$ cat src/rtl/snn_mem_pkg.sv
// Shared types and helpers for the IF-layer weight-memory controllers.
package snn_mem_pkg;

  typedef enum logic [2:0] {
    StIdle,
    StHostWr,
    StHostRd,
    StLoad,
    StLoadDone
  } arb_state_e;

  // Build a flat weight-memory address from its neuron and weight fields.
  // Computed at 64 bits; callers truncate to their address width.
  function automatic logic [63:0] compose_addr(input logic [63:0] neuron_idx,
                                               input logic [63:0] weight_idx,
                                               input int unsigned weight_addr_width);
    return (neuron_idx << weight_addr_width) | weight_idx;
  endfunction

endpackage

$ cat src/rtl/if_weight_mem_arbiter_if.sv
// Host, bulk-loader and weight-memory signals of the arbiter.
interface if_weight_mem_arbiter_if #(
  parameter int unsigned WEIGHT_SIZE       = 32,
  parameter int unsigned NEURON_ADDR_WIDTH = 28
);
  logic                         host_req;
  logic                         host_we;
  logic [NEURON_ADDR_WIDTH-1:0] host_addr;
  logic [WEIGHT_SIZE-1:0]       host_wdata;
  logic                         host_ack;
  logic [WEIGHT_SIZE-1:0]       host_rdata;
  logic                         load_start;
  logic                         load_valid;
  logic [WEIGHT_SIZE-1:0]       load_data;
  logic                         load_ready;
  logic                         load_busy;
  logic                         load_done;
  logic [NEURON_ADDR_WIDTH-1:0] mem_addr;
  logic [WEIGHT_SIZE-1:0]       mem_din;
  logic                         mem_wen;
  logic [WEIGHT_SIZE-1:0]       mem_dout;

  // Arbiter side: serves the requesters and owns the memory port.
  modport slave (
    input  host_req, host_we, host_addr, host_wdata, load_start, load_valid, load_data,
           mem_dout,
    output host_ack, host_rdata, load_ready, load_busy, load_done, mem_addr, mem_din, mem_wen
  );

  // Requester / layer side.
  modport master (
    output host_req, host_we, host_addr, host_wdata, load_start, load_valid, load_data,
           mem_dout,
    input  host_ack, host_rdata, load_ready, load_busy, load_done, mem_addr, mem_din, mem_wen
  );

endinterface

$ cat src/rtl/weight_addr_counter.sv
// Nested weight/neuron index counter walking a full weight image.
module weight_addr_counter #(
  parameter int unsigned NUM_INPUTS       = 4,
  parameter int unsigned NUM_NEURONS      = 1,
  parameter int unsigned WEIGHT_IDX_WIDTH = 10,
  parameter int unsigned NEURON_IDX_WIDTH = 18
) (
  input  logic                        clk_i,
  input  logic                        rst_ni,
  input  logic                        clr_i,
  input  logic                        inc_i,
  output logic [WEIGHT_IDX_WIDTH-1:0] weight_idx_o,
  output logic [NEURON_IDX_WIDTH-1:0] neuron_idx_o,
  output logic                        last_o
);

  logic [WEIGHT_IDX_WIDTH-1:0] weight_idx_q, weight_idx_d;
  logic [NEURON_IDX_WIDTH-1:0] neuron_idx_q, neuron_idx_d;
  logic                        weight_wrap;

  assign weight_wrap  = (weight_idx_q == WEIGHT_IDX_WIDTH'(NUM_INPUTS - 1));
  assign last_o       = weight_wrap && (neuron_idx_q == NEURON_IDX_WIDTH'(NUM_NEURONS - 1));
  assign weight_idx_o = weight_idx_q;
  assign neuron_idx_o = neuron_idx_q;

  // Next index: clear wins over increment; weight wraps into the neuron count.
  always_comb begin
    weight_idx_d = weight_idx_q;
    neuron_idx_d = neuron_idx_q;
    if (clr_i) begin
      weight_idx_d = '0;
      neuron_idx_d = '0;
    end else if (inc_i) begin
      if (weight_wrap) begin
        weight_idx_d = '0;
        neuron_idx_d = neuron_idx_q + NEURON_IDX_WIDTH'(1);
      end else begin
        weight_idx_d = weight_idx_q + WEIGHT_IDX_WIDTH'(1);
      end
    end
  end

  // Index registers.
  always_ff @(posedge clk_i or negedge rst_ni) begin
    if (!rst_ni) begin
      weight_idx_q <= '0;
      neuron_idx_q <= '0;
    end else begin
      weight_idx_q <= weight_idx_d;
      neuron_idx_q <= neuron_idx_d;
    end
  end

endmodule

$ cat src/rtl/if_weight_mem_arbiter.sv
// Shares the IF layer's single weight-memory port between host word
// accesses and a bulk weight loader; writes are held off during inference.
module if_weight_mem_arbiter
  import snn_mem_pkg::*;
#(
  parameter int unsigned WEIGHT_SIZE       = 32,
  parameter int unsigned NUM_INPUTS        = 4,
  parameter int unsigned NUM_NEURONS       = 1,
  parameter int unsigned NEURON_ADDR_WIDTH = 28,
  parameter int unsigned WEIGHT_ADDR_WIDTH = 10,
  parameter int unsigned RD_LATENCY        = 1
) (
  input logic                    clk,
  input logic                    rst,
  input logic                    infer_active,
  if_weight_mem_arbiter_if.slave bus
);

  localparam int unsigned NeuronIdxWidth = NEURON_ADDR_WIDTH - WEIGHT_ADDR_WIDTH;
  localparam int unsigned RdCntWidth     = $clog2(RD_LATENCY + 1);

  if (NUM_INPUTS > (64'd1 << WEIGHT_ADDR_WIDTH)) begin : g_chk_inputs
    $error("NUM_INPUTS does not fit in WEIGHT_ADDR_WIDTH");
  end
  if (NUM_NEURONS > (64'd1 << NeuronIdxWidth)) begin : g_chk_neurons
    $error("NUM_NEURONS does not fit in the neuron address field");
  end
  if (RD_LATENCY < 1) begin : g_chk_latency
    $error("RD_LATENCY must be at least 1");
  end

  arb_state_e                  state_q, state_d;
  logic                        pending_load_q, pending_load_d;
  logic [RdCntWidth-1:0]       rd_cnt_q, rd_cnt_d;
  logic [WEIGHT_SIZE-1:0]      rdata_q, rdata_d;
  logic                        cnt_clr, cnt_inc, cnt_last;
  logic [WEIGHT_ADDR_WIDTH-1:0] weight_idx;
  logic [NeuronIdxWidth-1:0]   neuron_idx;

  weight_addr_counter #(
    .NUM_INPUTS      (NUM_INPUTS),
    .NUM_NEURONS     (NUM_NEURONS),
    .WEIGHT_IDX_WIDTH(WEIGHT_ADDR_WIDTH),
    .NEURON_IDX_WIDTH(NeuronIdxWidth)
  ) u_cnt (
    .clk_i       (clk),
    .rst_ni      (rst),
    .clr_i       (cnt_clr),
    .inc_i       (cnt_inc),
    .weight_idx_o(weight_idx),
    .neuron_idx_o(neuron_idx),
    .last_o      (cnt_last)
  );

  // Arbitration FSM: next state and all port outputs.
  always_comb begin
    state_d        = state_q;
    pending_load_d = pending_load_q;
    rd_cnt_d       = '0;
    rdata_d        = rdata_q;
    cnt_clr        = 1'b0;
    cnt_inc        = 1'b0;
    bus.host_ack   = 1'b0;
    bus.host_rdata = rdata_q;
    bus.mem_addr   = '0;
    bus.mem_din    = '0;
    bus.mem_wen    = 1'b0;
    bus.load_ready = 1'b0;
    bus.load_busy  = 1'b0;
    bus.load_done  = 1'b0;
    unique case (state_q)
      StIdle: begin
        if (bus.host_req) begin
          state_d        = bus.host_we ? StHostWr : StHostRd;
          // A load requested alongside the host starts right after the ack.
          pending_load_d = bus.load_start;
        end else if (bus.load_start) begin
          state_d = StLoad;
          cnt_clr = 1'b1;
        end
      end
      StHostWr: begin
        bus.mem_addr = bus.host_addr;
        bus.mem_din  = bus.host_wdata;
        if (!infer_active) begin
          bus.mem_wen    = 1'b1;
          bus.host_ack   = 1'b1;
          state_d        = pending_load_q ? StLoad : StIdle;
          cnt_clr        = pending_load_q;
          pending_load_d = 1'b0;
        end
      end
      StHostRd: begin
        bus.mem_addr = bus.host_addr;
        rd_cnt_d     = rd_cnt_q + RdCntWidth'(1);
        if (rd_cnt_q == RdCntWidth'(RD_LATENCY)) begin
          bus.host_ack   = 1'b1;
          bus.host_rdata = bus.mem_dout;
          rdata_d        = bus.mem_dout;
          rd_cnt_d       = '0;
          state_d        = pending_load_q ? StLoad : StIdle;
          cnt_clr        = pending_load_q;
          pending_load_d = 1'b0;
        end
      end
      StLoad: begin
        bus.load_busy  = 1'b1;
        bus.mem_addr   = NEURON_ADDR_WIDTH'(compose_addr(64'(neuron_idx), 64'(weight_idx),
                                                         WEIGHT_ADDR_WIDTH));
        bus.load_ready = !infer_active;
        if (bus.load_valid && !infer_active) begin
          bus.mem_din = bus.load_data;
          bus.mem_wen = 1'b1;
          cnt_inc     = 1'b1;
          if (cnt_last) state_d = StLoadDone;
        end
      end
      StLoadDone: begin
        bus.load_done = 1'b1;
        cnt_clr       = 1'b1;
        state_d       = StIdle;
      end
      default: state_d = StIdle;
    endcase
  end

  // State, pending-load flag, read-wait counter and read-data hold register.
  always_ff @(posedge clk or negedge rst) begin
    if (!rst) begin
      state_q        <= StIdle;
      pending_load_q <= 1'b0;
      rd_cnt_q       <= '0;
      rdata_q        <= '0;
    end else begin
      state_q        <= state_d;
      pending_load_q <= pending_load_d;
      rd_cnt_q       <= rd_cnt_d;
      rdata_q        <= rdata_d;
    end
  end

endmodule

$ cat src/flat_wrapper.sv
// flat-port wrapper written by rule: the top's interface ports become plain ports
module if_weight_mem_arbiter_flat import snn_mem_pkg::*;
#(
  parameter int unsigned WEIGHT_SIZE       = 32,
  parameter int unsigned NUM_INPUTS        = 4,
  parameter int unsigned NUM_NEURONS       = 1,
  parameter int unsigned NEURON_ADDR_WIDTH = 28,
  parameter int unsigned WEIGHT_ADDR_WIDTH = 10,
  parameter int unsigned RD_LATENCY        = 1
)
  (clk, rst, infer_active, bus_host_req, bus_host_we, bus_host_addr, bus_host_wdata, bus_load_start, bus_load_valid, bus_load_data, bus_mem_dout, bus_host_ack, bus_host_rdata, bus_load_ready, bus_load_busy, bus_load_done, bus_mem_addr, bus_mem_din, bus_mem_wen);
  if_weight_mem_arbiter_if #(.WEIGHT_SIZE(WEIGHT_SIZE), .NEURON_ADDR_WIDTH(NEURON_ADDR_WIDTH)) bus_i ();
  input logic clk;
  input logic rst;
  input logic infer_active;
  input wire logic [$bits(bus_i.host_req)-1:0] bus_host_req;
  input wire logic [$bits(bus_i.host_we)-1:0] bus_host_we;
  input wire logic [$bits(bus_i.host_addr)-1:0] bus_host_addr;
  input wire logic [$bits(bus_i.host_wdata)-1:0] bus_host_wdata;
  input wire logic [$bits(bus_i.load_start)-1:0] bus_load_start;
  input wire logic [$bits(bus_i.load_valid)-1:0] bus_load_valid;
  input wire logic [$bits(bus_i.load_data)-1:0] bus_load_data;
  input wire logic [$bits(bus_i.mem_dout)-1:0] bus_mem_dout;
  output wire logic [$bits(bus_i.host_ack)-1:0] bus_host_ack;
  output wire logic [$bits(bus_i.host_rdata)-1:0] bus_host_rdata;
  output wire logic [$bits(bus_i.load_ready)-1:0] bus_load_ready;
  output wire logic [$bits(bus_i.load_busy)-1:0] bus_load_busy;
  output wire logic [$bits(bus_i.load_done)-1:0] bus_load_done;
  output wire logic [$bits(bus_i.mem_addr)-1:0] bus_mem_addr;
  output wire logic [$bits(bus_i.mem_din)-1:0] bus_mem_din;
  output wire logic [$bits(bus_i.mem_wen)-1:0] bus_mem_wen;
  assign bus_i.host_req = bus_host_req;
  assign bus_i.host_we = bus_host_we;
  assign bus_i.host_addr = bus_host_addr;
  assign bus_i.host_wdata = bus_host_wdata;
  assign bus_i.load_start = bus_load_start;
  assign bus_i.load_valid = bus_load_valid;
  assign bus_i.load_data = bus_load_data;
  assign bus_i.mem_dout = bus_mem_dout;
  assign bus_host_ack = bus_i.host_ack;
  assign bus_host_rdata = bus_i.host_rdata;
  assign bus_load_ready = bus_i.load_ready;
  assign bus_load_busy = bus_i.load_busy;
  assign bus_load_done = bus_i.load_done;
  assign bus_mem_addr = bus_i.mem_addr;
  assign bus_mem_din = bus_i.mem_din;
  assign bus_mem_wen = bus_i.mem_wen;
  if_weight_mem_arbiter #(.WEIGHT_SIZE(WEIGHT_SIZE), .NUM_INPUTS(NUM_INPUTS), .NUM_NEURONS(NUM_NEURONS), .NEURON_ADDR_WIDTH(NEURON_ADDR_WIDTH), .WEIGHT_ADDR_WIDTH(WEIGHT_ADDR_WIDTH), .RD_LATENCY(RD_LATENCY)) u_core (.clk(clk), .rst(rst), .infer_active(infer_active), .bus(bus_i));
endmodule
$ cat config.mk
export PLATFORM = sky130hd
export DESIGN_NAME = if_weight_mem_arbiter_flat
export DESIGN_NICKNAME = d
export VERILOG_FILES = /design/src/rtl/snn_mem_pkg.sv /design/src/rtl/if_weight_mem_arbiter_if.sv /design/src/rtl/weight_addr_counter.sv /design/src/rtl/if_weight_mem_arbiter.sv /design/src/flat_wrapper.sv
export SDC_FILE = /design/constraint.sdc
export NUM_CORES = 1
export LEC_CHECK = 0
export CELL_PAD_IN_SITES_DETAIL_PLACEMENT = 0
export CELL_PAD_IN_SITES_GLOBAL_PLACEMENT = 1
export CORE_ASPECT_RATIO = 1.2
export CORE_MARGIN = 2
export CORE_UTILIZATION = 30
export DETAILED_ROUTE_END_ITERATION = 16
export GPL_TIMING_DRIVEN = 0
export PLACE_DENSITY = 0.93
export SLEW_MARGIN = 20
export SYNTH_ARGS = -nofsm -noshare
export SYNTH_HDL_FRONTEND = slang
export SYNTH_HIERARCHICAL = 1
export SYNTH_SLANG_ARGS = --single-unit
$ cat constraint.sdc
create_clock -name clk -period 4.8 [get_ports clk]
set_clock_uncertainty 0.15 [all_clocks]
set_input_delay 1.44 -clock clk [delete_from_list [all_inputs] [get_ports clk]]
set_output_delay 1.44 -clock clk [all_outputs]
set_load 0.05 [all_outputs]
Word-level counts from Yosys, hierarchy flattened:

Cells that the tools add are included.

* bits in latches: 0
* input port bits: 131
* memories: 0
* ROM bits: 0
* register bits: 65
* word-level logic and storage cells: 73
* memory bits (writable): 0

* equality and inequality tests: 11
* reduce and logical (&&, ||, !) cells: 12
* $lt $le $gt $ge: 0
* add/subtract/negate cells: 3
* mux-type cells: 40
* bitwise logic cells: 1
* shift-type cells: 0
* div/mod/pow operators: 0
* multipliers: 0

Operators with widths (number)
* $mux 32: 3
* $pmux 32 s2: 1
* $pmux 28 s2: 1
* $mux 18: 3
* $mux 10: 3
* $or 28x10->28: 1
* $add 18x1->18 const B: 1
* $logic_not 18->1: 1
* $mux 3: 6
* $mux 1: 16
* $pmux 3 s4: 1
* $add 10x1->10 const B: 1
* $eq 10x2->1 const B: 1
* $eq 3x2->1 const B: 2
* $ne 2x1->1 const B: 3
* $reduce_and 5->1: 1
* $mux 2: 2
* $ne 2x2->1 const B: 2
* $pmux 1 s2: 2
* $pmux 1 s4: 1
* $reduce_and 4->1: 1
* $reduce_bool 2->1: 2
* $eq 3x1->1 const B: 1
* $eq 3x3->1 const B: 1
* 9 further kinds: 10

Longest topological paths before layout:

* word-level depth: 6
* mapped depth: 11
* gate-level depth less buffers: 8

Hierarchy:

The synthesis kept the hierarchy.

By module, submodules not included
* if_weight_mem_arbiter: area each 2249.7 um^2, cells each 188, times used 1, seq. area each 925.9 um^2
* weight_addr_counter: area each 1556.5 um^2, cells each 164, times used 1, seq. area each 700.7 um^2

Worst setup path after synthesis:

No wires, ideal clock.

* path type: input-to-output
* start: input port infer_active
* end: output port bus_mem_din[23]
* stages on the path: 5
* arrival: 2.385 ns
* path buffers: 2
* setup slack: 0.825 ns
* cell sequence: inv_1 > and3_1 > buf_6 > buf_6 > a22o_1

* cells in the longest elaborated chain, start to end: 4

RTL lines
* start: declaration: line flat_wrapper.sv:15 `input logic infer_active;`
* $logic_not 1->1
* $logic_and 1x1->1: line if_weight_mem_arbiter.sv:111 `if (bus.load_valid && !infer_active) begin`
* $mux 32: line if_weight_mem_arbiter.sv:111
* $pmux 32 s2: line if_weight_mem_arbiter.sv:71 `unique case (state_q)`
* end: declaration: line flat_wrapper.sv:30 `output wire logic [$bits(bus_i.mem_din)-1:0] bus_mem_din;`

No other way between the ends.

Final worst setup path:

* start: input port infer_active
* end: output port bus_mem_din[16]

The elaborated chain is that of the path after synthesis.

==> metrics.yaml <==
outcome:
  status: "finished, final reports clean"
clock_network:
  cts_tree: "yes"
  clockBufferDepth: 2
  root_buffer: "clkbuf_16"
  clk_pin_slew_ps: 50
  cts_setup_buffers: 0
  numCtsBuffers: 9
  clkSinkCount: 65
  worst_skew_pair.late_latency_ps: 330
  h-tree-depth: 3
layout:
  nNetsFinal: 725
  postLayoutCoreUtil_pct: 52.57
  final_layout_size_suffix_gt1_share_pct: 15.10
  layout_common_cells: "clkdlybuf4s50_1, dfrtp_1, a22o_1"
  final_common_cell: "clkdlybuf4s50_1"
  synthToLayoutAreaGrowth_pct: 72.65
  fin_area_um2: 6571
global_route:
  grt_max_degree: 36
  grt_pass1_wl_um: 21410
  grt_pass1_vias: 4122
  antenna_found_initial: 1
  grt_usage_pct: 20.00
  grt_overflow_total: 0
die:
  initial_core_util_pct: 30.45
  fp.dieArea_um2: 13610
  fp.dieH_um: 127.4
  rows: 45
  io_pins: 228
  coreArea_um2: 12500
  die_w_um: 106.8
logic_synthesis:
  synthCells: 352
  yosys_warnings: 6
  ys_types: 47
  synth_area_per_cell_um2: 10.81
  syn-cell-area_um2: 3806
  ys.flop_type: "dfrtp_1"
  async_flop_share_pct: 100.0
  synth_enable_flop_cells: 0
  synth.ff_latch_count: 65
  yosysSeqAreaShare_pct: 42.74
  synth_nets: 486
sta:
  worst_pin_slew_ps: 633.5
  max_freq_ghz: 0.2123
  relSlewSlack_pct: 57.63
  min_period_ps: 4710
  rsz0062_at_grt: "false"
  drv_slew: 0
  setup_violations: 0
  period_share_pct: 98.12
  hold_violations: 0
power_and_ir_drop:
  power.static_leakage_nw: 2.732
  peakVddDrop_mv: 0.4064
  p_per_area_nw_per_um2: 697.8
  total_power_w: 0.004586
critical_path:
  path_cells: "clkdlybuf4s50_1, inv_1, and3_1, buf_6, buf_6, a22o_1, clkdlybuf4s15_1"
  start_kind: "primary input"
  worst_path_max_delay_cell: "clkdlybuf4s50_1"
  critPathMaxFanout: 10
  crit_top_cell: "buf_6"
  arrival_ps: 3120
  cpPeakStageDelay_ps: 520
  criticalPathCategory: "in -> out"
  critPathRequiredTime_ps: 3210
  setup.worst_path.end_class: "output pin"
detailed_routing:
  drtIter0Drc: 179
  ant_nets: 0
  wl_per_cell_um: 17.98
  wl_um: 13690
  vias_per_cell: 5.240
  drt_first_pass_iters: 4
  via_count: 3988
  drc: 0
placed_design:
  port_buffers: 227
  routabilityCongestion: 0.8483
  placed_area_um2: 6301
  dpl.hpwl_um: 10930
hold_path:
  hold_class: "reg -> reg"
run:
  drv_cap: 0
[metrics by stage]
| stage | TNS [ps] | worst slack (ps) | hold slack [ps] | instances |
|---|---|---|---|---|
| after floorplan | 0 | 825.4 | 281.4 | 352 |
| after global placement | -6658 | -302.8 | 294.4 | 743 |
| after detailed placement | -7266 | -323.9 | 301.1 | 744 |
| after CTS | 0 | 1.471 | 308.1 | 760 |
| after global routing | 0 | 1.969 | 335.7 | 761 |
| final | 0 | 90.48 | 307.7 | 761 |
[registers in the layout, summed over array words and instances, names as in the netlist]
register	cells
u_core/rdata_q	32
u_core/u_cnt/weight_idx_o	10
u_core/u_cnt/neuron_idx_o	18
u_core/rd_cnt_q	1
u_core/pending_load_q	1
u_core/state_q	3
[cell usage after synthesis (2+ instances only)]
library cell	number	share of area, %
o31ai_1	7	1.4
dfrtp_1	65	43
or3_1	12	2.0
nor4b_1	2	0.46
buf_4	2	0.39
nand2_1	15	1.5
and2_2	2	0.39
xor2_1	3	0.69
o21ai_0	17	2.2
clkbuf_1	9	0.89
nor4_1	6	0.99
and2_1	3	0.49
nor3_1	3	0.39
mux2_1	11	3.3
a22o_1	63	14
nand2b_1	3	0.49
and3_1	2	0.33
nor2b_1	2	0.33
a21oi_1	21	2.8
ha_1	3	0.99
nand4_1	6	0.99
xnor2_1	2	0.46
nor2_1	7	0.69
buf_6	9	2.7
and4_1	4	0.92
inv_1	7	0.69
or4_1	7	1.4
buf_2	7	0.92
mux2_2	25	7.4
nand3_1	8	1.1
a21o_1	3	0.59
[final cells by class]
class                   count  area [µm²]
clock inverters             5       85.08
repair buffers            228        2220
inverters                   8       30.03
plain buffers              27       185.2
diodes                      1       2.502
fillers                  1121        5928
flip-flops and latches     65        1627
clock buffers              11       252.7
multi-input cells         252        1964
well taps                 164       205.2
[cells by family after synthesis]
| logic type | Yosys count | synth area share (%) |
|---|---|---|
| adder cells (fa/ha/maj) | 3 | 0.9863 |
| flip-flops | 65 | 42.74 |
| XOR/XNOR | 5 | 1.151 |
| AO/OA/AOI/OAI | 120 | 24.23 |
| AND/OR/NAND/NOR | 88 | 14.60 |
| buffers and inverters | 35 | 5.654 |
| multiplexers | 36 | 10.65 |
[path summary, 6_finish.rpt]
check	start	to	slack [ps]	cells past startpoint
min in group asynchronous	rst	u_core/u_cnt/neuron_idx_o[3]	890	1
max in group asynchronous	rst	u_core/rdata_q[2]	3070	2
setup / recovery	infer_active	bus_mem_din[16]	90	7
hold reg to reg	u_core/rd_cnt_q	u_core/rd_cnt_q	310	1
hold / removal	u_core/rd_cnt_q	u_core/rd_cnt_q	310	1
setup reg to reg	u_core/state_q[0]	u_core/u_cnt/neuron_idx_o[6]	1950	10
[power breakdown]
group          switching (W)  internal (W)  total, W
logic                0.00201       0.00105   0.00305
registers          0.0000853      0.000713  0.000798
clock network       0.000247      0.000486  0.000733
[repair_timing]
item	4_1_cts	5_1_grt
resized for setup	46	34
gates cloned	0	0
endpoints found under the setup margin	33	25
hold buffers	0	0
[per-layer routing]
metal	GRT usage, %	part of all wire [%]	vias to the layer above
met4	7.410	1.3	0
met3	5.969	8.5	16
li1	-	-	1857
met2	37.32	55	179
met1	20.99	35	1936
met5	0	0	-
[worst max-delay path, delay by kind of cell]
kind	cells	cell delay [ps]
AO/OA/AOI/OAI	1	180
buffers and inverters	5	1330
AND/OR/NAND/NOR	1	160
Note: power is estimated with default switching activity, not from simulation.
